$ cat config.mk
export PLATFORM = sky130hd
export DESIGN_NAME = entity_line_scheduler
export DESIGN_NICKNAME = d
export VERILOG_FILES = /design/src/rtl/entity_line_scheduler.sv
export SDC_FILE = /design/constraint.sdc
export NUM_CORES = 1
export LEC_CHECK = 0
export BUFFER_PORTS_ARGS = -buffer_cell sky130_fd_sc_hd__buf_2
export CORE_MARGIN = 3
export CORE_UTILIZATION = 30
export DETAILED_ROUTE_END_ITERATION = 8
export GPL_TIMING_DRIVEN = 1
export SLEW_MARGIN = 0
export SYNTH_ARGS = -nofsm -noshare
export SYNTH_HDL_FRONTEND = slang
export SYNTH_SLANG_ARGS = --single-unit
$ cat constraint.sdc
create_clock -name clk -period 5.09 [get_ports clk]
set_input_delay 0.509 -clock clk [delete_from_list [all_inputs] [get_ports clk]]
set_output_delay 0.509 -clock clk [all_outputs]
set_load 0.01 [all_outputs]
$ cat src/rtl/entity_line_scheduler.sv
// Per-scanline sprite scheduler: scans entity descriptors, picks up to MAX_SLOTS
// on the current tile row, fetches one sprite row each from the shared ROM.
module entity_line_scheduler #(
    parameter int NUM_ENTITIES = 9,
    parameter int MAX_SLOTS    = 4,
    parameter int ENTITY_W     = 14
) (
    input  logic                             clk,
    input  logic                             reset,
    input  logic [NUM_ENTITIES*ENTITY_W-1:0] entity_bus,
    input  logic                             line_start,
    input  logic [3:0]                       tile_row,
    input  logic [2:0]                       sub_row,
    // ROM handshake: a beat completes on any cycle with rom_req && rom_ack; rom_req and
    // rom_addr stay stable until that beat, rom_data is valid alongside rom_ack.
    output logic                             rom_req,
    output logic [6:0]                       rom_addr,
    input  logic                             rom_ack,
    input  logic [7:0]                       rom_data,
    output logic [MAX_SLOTS-1:0]             slot_valid,
    output logic [MAX_SLOTS*4-1:0]           slot_col,
    output logic [MAX_SLOTS*8-1:0]           slot_pattern,
    output logic                             overflow,
    output logic                             line_ready,
    output logic                             busy,
    output logic [1:0]                       dbg_state   // 0 IDLE, 1 SCAN, 2 FETCH, 3 READY
);

    localparam int IDX_W = $clog2(NUM_ENTITIES);
    localparam int CNT_W = $clog2(MAX_SLOTS + 1);
    localparam logic [IDX_W-1:0] LAST_IDX = IDX_W'(NUM_ENTITIES - 1);
    localparam logic [CNT_W-1:0] MAX_CNT  = CNT_W'(MAX_SLOTS);

    typedef enum logic [1:0] {S_IDLE = 2'd0, S_SCAN = 2'd1, S_FETCH = 2'd2, S_READY = 2'd3} state_t;

    state_t               r_state;
    logic [IDX_W-1:0]     r_idx;
    logic [CNT_W-1:0]     r_cnt;
    logic [CNT_W-1:0]     r_fidx;
    logic [3:0]           r_tile_row;
    logic [2:0]           r_sub_row;
    logic                 r_rom_req;
    logic [6:0]           r_rom_addr;
    logic [MAX_SLOTS-1:0] r_valid;
    logic                 r_overflow;
    logic                 r_line_ready;
    logic [3:0]           r_id      [MAX_SLOTS];
    logic [1:0]           r_orient  [MAX_SLOTS];
    logic [3:0]           r_col     [MAX_SLOTS];
    logic [7:0]           r_pattern [MAX_SLOTS];

    logic [ENTITY_W-1:0]  w_desc;
    logic                 w_match;
    logic                 w_take;
    logic [CNT_W-1:0]     w_cnt_next;
    logic [3:0]           w_f_id;
    logic                 w_f_vflip;
    logic                 w_f_hflip;
    logic [2:0]           w_f_row;
    logic [3:0]           w_s0_id;
    logic [2:0]           w_s0_row;
    logic [7:0]           w_rev;

    always_comb begin
        w_desc = '0;
        for (int k = 0; k < NUM_ENTITIES; k++) begin
            if (r_idx == IDX_W'(k)) w_desc = entity_bus[k*ENTITY_W +: ENTITY_W];
        end
        w_f_id    = '0;
        w_f_vflip = 1'b0;
        w_f_hflip = 1'b0;
        for (int s = 0; s < MAX_SLOTS; s++) begin
            if (r_fidx == CNT_W'(s)) begin
                w_f_id    = r_id[s];
                w_f_vflip = r_orient[s][1];
                w_f_hflip = r_orient[s][0];
            end
        end
        w_rev = '0;
        for (int b = 0; b < 8; b++) w_rev[b] = rom_data[7-b];
    end

    assign w_match    = (r_state == S_SCAN) && (w_desc[13:10] != 4'hF) && (w_desc[7:4] == r_tile_row);
    assign w_take     = w_match && (r_cnt < MAX_CNT);
    assign w_cnt_next = r_cnt + {{(CNT_W-1){1'b0}}, w_take};
    assign w_f_row    = w_f_vflip ? ~r_sub_row : r_sub_row;

    // Slot 0 may be filled by the very last scanned entity, so the first request
    // address bypasses the slot registers to issue on the cycle right after the scan.
    assign w_s0_id  = (r_cnt == '0) ? w_desc[13:10] : r_id[0];
    assign w_s0_row = ((r_cnt == '0) ? w_desc[9] : r_orient[0][1]) ? ~r_sub_row : r_sub_row;

    always_ff @(posedge clk) begin
        if (reset) begin
            r_state      <= S_IDLE;
            r_idx        <= '0;
            r_cnt        <= '0;
            r_fidx       <= '0;
            r_tile_row   <= '0;
            r_sub_row    <= '0;
            r_rom_req    <= 1'b0;
            r_rom_addr   <= '0;
            r_valid      <= '0;
            r_overflow   <= 1'b0;
            r_line_ready <= 1'b0;
            for (int s = 0; s < MAX_SLOTS; s++) begin
                r_id[s]      <= '0;
                r_orient[s]  <= '0;
                r_col[s]     <= '0;
                r_pattern[s] <= '0;
            end
        end else if (line_start) begin
            // Also the abort path: any in-flight beat is abandoned and the line restarts.
            r_state      <= S_SCAN;
            r_idx        <= '0;
            r_cnt        <= '0;
            r_fidx       <= '0;
            r_tile_row   <= tile_row;
            r_sub_row    <= sub_row;
            r_rom_req    <= 1'b0;
            r_valid      <= '0;
            r_overflow   <= 1'b0;
            r_line_ready <= 1'b0;
            for (int s = 0; s < MAX_SLOTS; s++) r_pattern[s] <= '0;
        end else begin
            case (r_state)
                S_SCAN: begin
                    if (w_take) begin
                        for (int s = 0; s < MAX_SLOTS; s++) begin
                            if (r_cnt == CNT_W'(s)) begin
                                r_id[s]     <= w_desc[13:10];
                                r_orient[s] <= w_desc[9:8];
                                r_col[s]    <= w_desc[3:0];
                            end
                        end
                        r_cnt <= w_cnt_next;
                    end
                    if (w_match && !w_take) r_overflow <= 1'b1;
                    if (r_idx == LAST_IDX) begin
                        if (w_cnt_next != '0) begin
                            r_state    <= S_FETCH;
                            r_rom_req  <= 1'b1;
                            r_rom_addr <= {w_s0_id, w_s0_row};
                        end else begin
                            r_state      <= S_READY;
                            r_line_ready <= 1'b1;
                        end
                    end else begin
                        r_idx <= r_idx + IDX_W'(1);
                    end
                end
                S_FETCH: begin
                    if (r_rom_req) begin
                        if (rom_ack) begin
                            for (int s = 0; s < MAX_SLOTS; s++) begin
                                if (r_fidx == CNT_W'(s)) begin
                                    r_pattern[s] <= w_f_hflip ? w_rev : rom_data;
                                    r_valid[s]   <= 1'b1;
                                end
                            end
                            r_rom_req <= 1'b0;
                            r_fidx    <= r_fidx + CNT_W'(1);
                            if (r_fidx + CNT_W'(1) == r_cnt) begin
                                r_state      <= S_READY;
                                r_line_ready <= 1'b1;
                            end
                        end
                    end else begin
                        r_rom_req  <= 1'b1;
                        r_rom_addr <= {w_f_id, w_f_row};
                    end
                end
                default: ;
            endcase
        end
    end

    always_comb begin
        slot_col     = '0;
        slot_pattern = '0;
        for (int s = 0; s < MAX_SLOTS; s++) begin
            slot_col[s*4 +: 4]     = r_valid[s] ? r_col[s] : 4'h0;
            slot_pattern[s*8 +: 8] = r_pattern[s];
        end
    end

    assign rom_req    = r_rom_req && !line_start;
    assign rom_addr   = r_rom_addr;
    assign slot_valid = r_valid;
    assign overflow   = r_overflow;
    assign line_ready = r_line_ready;
    assign busy       = (r_state == S_SCAN) || (r_state == S_FETCH);
    assign dbg_state  = r_state;

endmodule

==> metrics.md <==
| Metric | Value |
|---|---|
| Status | finished clean |
| Clk slew on worst S/H paths | 70 ps |
| Drt drc | 0 |
| First-pass GRT wire length | 29.6 mm |
| Gpl congestion | 0.971 |
| Slowest cell on the critical path | dfxtp_1 |
| Vias in the first global route | 5489 |
| Reg2reg setup slack | 470 ps |
| Share of layout cells above drive strength 1 | between 30% and 40% |
| Post-DP HPWL | 15.5 mm |
| RSZ-0062 raised after global routing | no |
| CTS root buffer | clkbuf_16 |
| Die footprint | 21400 um2 |
| Diode count | 0 |
| Max cap viols | 0 |
| CTS H-tree depth | 3 |
| Post-synth cell types | 64 |
| Total Wirelength | 19.5 mm |
| Reg2reg path depth | 16 |
| Seq/Total Area, Yosys | a little under half |
| Setup crit end kind | flip-flop |
| Clock sink count | about 110 |
| Commonest non-fill, non-tap cell in the layout | buf_2 |
| Die H | 146 um |
| Initial antenna violation count | 1 |
| Register bit total from synthesis | between 100 and 150 |
| Clock Latency Late Sink | 350 ps |
| Area grow syn2layout | 27.4% |
| Boundary pin count | 210 |
| Core Util, Final | about 40% |
| Yosys warnings | 0 |
| Non-filler instance count after layout | 1106 |
| Core Rows | 50 |
| Vias | between 5000 and 6000 |
| Post-synth ARST share | 0% |
| Inserted Clock Buffers | 9 |
| Setup Viol. Count Final | 0 |
| Worst reg2reg path endpoint | rom_addr[0] |
| Wirelength per Cell | 17.6 um |
| Drt pass-1 iters | 6 |
| Fmax achieved | 216 MHz |
| Setup tns final | 0 ps |
| PD cells | 257 nW/um2 |
| Tcrit/Tclk final | slightly above 90% |
| Critical path class | flip-flop to flip-flop |
| Worst path arrival time | 4880 ps |
| FF-to-FF Start | r_idx[2] |
| Nets | 999 |
| Syn Std Cell Area | 5900 um2 |
| Placed Cells incl. Taps | 1087 |
| CTS tree | done |
| WP data required | 5340 ps |
| All-Layer GR Usage | around 17% |
| Synthesized area per cell | ~9.1 um2 |
| Hold_buf cts | 0 |
| CP delay by family, top | simple AND/OR/NAND/NOR gates |
| Fin. Hold Viols | 0 |
| Core ar. | 19000 um2 |
| Post-DRT Antenna Nets | 0 |
| CP max stage delay | 780 ps |
| Setup Skew | just over 8 ps |
| Hold Path Stages | 3 |
| Max Buffers Root-to-Sink | 2 |
| Peak VDD IR | 122 uV |
| Most frequent cells in the layout | buf_2 (209), nor2_1 (136), edfxtp_1 (64), nand2_1 (50), dfxtp_1 (41) |
| Syn_nets | around 800 |
| Crit path buf inv count | 1 |
| Max_slew headroom | 28.8% |
| Hold EP | r_tile_row[0] |
| Hold Crit Class | primary input to flip-flop |
| Synth Instances | 650 |
| Lkg Pwr | between 3 and 4 nW |
| Primary FF master, synth | edfxtp_1 |
| Buffers on Ports | about 210 |
| Minimum clock period | 4620 ps |
| Grt total ovfl | 0 |
| Die Wd | 146 um |
| 1st-iter DRT viols | 221 |
| Post-synth EDFFs | 64 |
| Crit path max fanout | 20 |
| Worst path cell trace | nand2b_1 > nor4_1 > nor3_2 > o41a_1 > nand2_2 > nor3_4 > ha_1 > ha_1 > xor2_1 > nor3_1 > o21ai_1 > o21ai_0 > a211oi_1 > buf_4 > nor2_1 > a211oi_1 |
| Hold path start | tile_row[0] |
| Startpoint class of the critical path | flip-flop |
| Starting Density | a little over 30% |
| Final Max Slew Viols | 0 |
| Largest net degree at the start of global routing | 30 |
| Avg Vias per Cell | 5.10 |
| Worst slew pin tran | 1070 ps |
-- per-stage QoR --
stage | power, mW | hold WS, ps | setup slack [ps] | area [um2]
finish | 1.93 | 393 | 468 | 7520
global route | 2.01 | 392 | 81.5 | 7520
CTS | 1.95 | 385 | 282 | 7480
detailed placement | 1.25 | 453 | 352 | 7180
global placement | 1.25 | 447 | 496 | 7180
floorplan | 1.12 | 469 | 920 | 5900
-- routing by layer --
layer  GRT usage, %  up-vias  routed length (um)
li1               -     2745                   -
met3           4.69       39                1520
met5              0        -                   0
met1           21.3     2576                8090
met2           29.1      282                9150
met4           7.53        0                 712
-- sequential cells by signal, indices dropped and copies added (netlist names) --
name        count
overflow        1
slot_valid      4
r_cnt           3
r_fidx          3
r_tile_row      4
dbg_state       2
r_sub_row       3
rom_addr        7
r_orient        8
r_idx           4
line_ready      1
r_col          16
r_pattern      32
r_id           16
r_rom_req       1
-- area by class of cell --
| type | instances | area, um2 |
|---|---|---|
| clock buffers | 10 | 229 |
| repair buffers | 228 | 1190 |
| multi-input cells | 474 | 2880 |
| clock inverters | 6 | 68.8 |
| well taps | 260 | 325 |
| fillers | 1972 | 11500 |
| flip-flops and latches | 105 | 2740 |
| inverters | 23 | 86.3 |
-- report_power, final --
part | total [mW] | internal, mW | switching [mW]
registers | 0.942 | 0.928 | 0.0138
logic | 0.293 | 0.126 | 0.167
clock network | 0.696 | 0.384 | 0.312
total | 1.93 | 1.44 | 0.492
-- worst max-delay path by stage --
stage	slack [ps]	end	startpoint	cells after the start
after CTS	280	rom_addr[4]	r_idx[1]	19
after global placement	500	rom_addr[1]	r_idx[1]	19
after detailed placement	350	rom_addr[4]	r_idx[1]	19
final	470	rom_addr[0]	r_idx[2]	16
after floorplan	920	rom_addr[1]	r_idx[0]	20
after global routing	80	rom_addr[6]	r_idx[0]	20
-- tightest hold or removal path: cells and delay by family --
family,cells,cell delay (ps)
buffers and inverters,1,80
AND/OR/NAND/NOR,1,70
multiplexers,1,50
-- what timing repair did --
action,in CTS,in global routing
resized for setup,0,3
setup endpoints to repair,0,7
setup buffers,0,3
hold endpoints to repair,0,0
-- synth_stat cells, types with 4 or more instances --
library cell    n  area [um2]
a211oi_1       25         188
a21oi_1        25         125
a221oi_1       16         140
a22o_1          5        43.8
a22oi_1         6        45.0
a41o_1          4        40.0
and2_1         16         100
and3b_1         4        35.0
buf_1           5        18.8
buf_2          12        60.1
clkbuf_1       29         109
dfxtp_1        41         821
edfxtp_1       64        1920
ha_1           13         163
inv_1          19        71.3
inv_2           4        15.0
mux2i_1        17         170
nand2_1        50         188
nand2b_1        5        31.3
nand3_1        13        65.1
nand3b_1       13        97.6
nor2_1        136         510
nor3_1         11        55.1
nor4_1          4        25.0
o21a_1         12        90.1
o21ai_0        12        60.1
o221ai_1       12         105
o22ai_1        11        68.8
xnor2_1         7        61.3
xor2_1          7        61.3
-- logic make-up after synthesis --
kind of cell | count (synthesis) | synth area share (%)
and+or+nand+nor | 276 | 21.8
AOI/OAI and AO/OA | 154 | 19.0
DFF | 105 | 46.5
buffers and inverters | 71 | 4.96
muxes | 17 | 2.88
xor gates and xnor gates | 14 | 2.08
adders and majority gates | 13 | 2.76
Power figures use the tool's default switching activity.
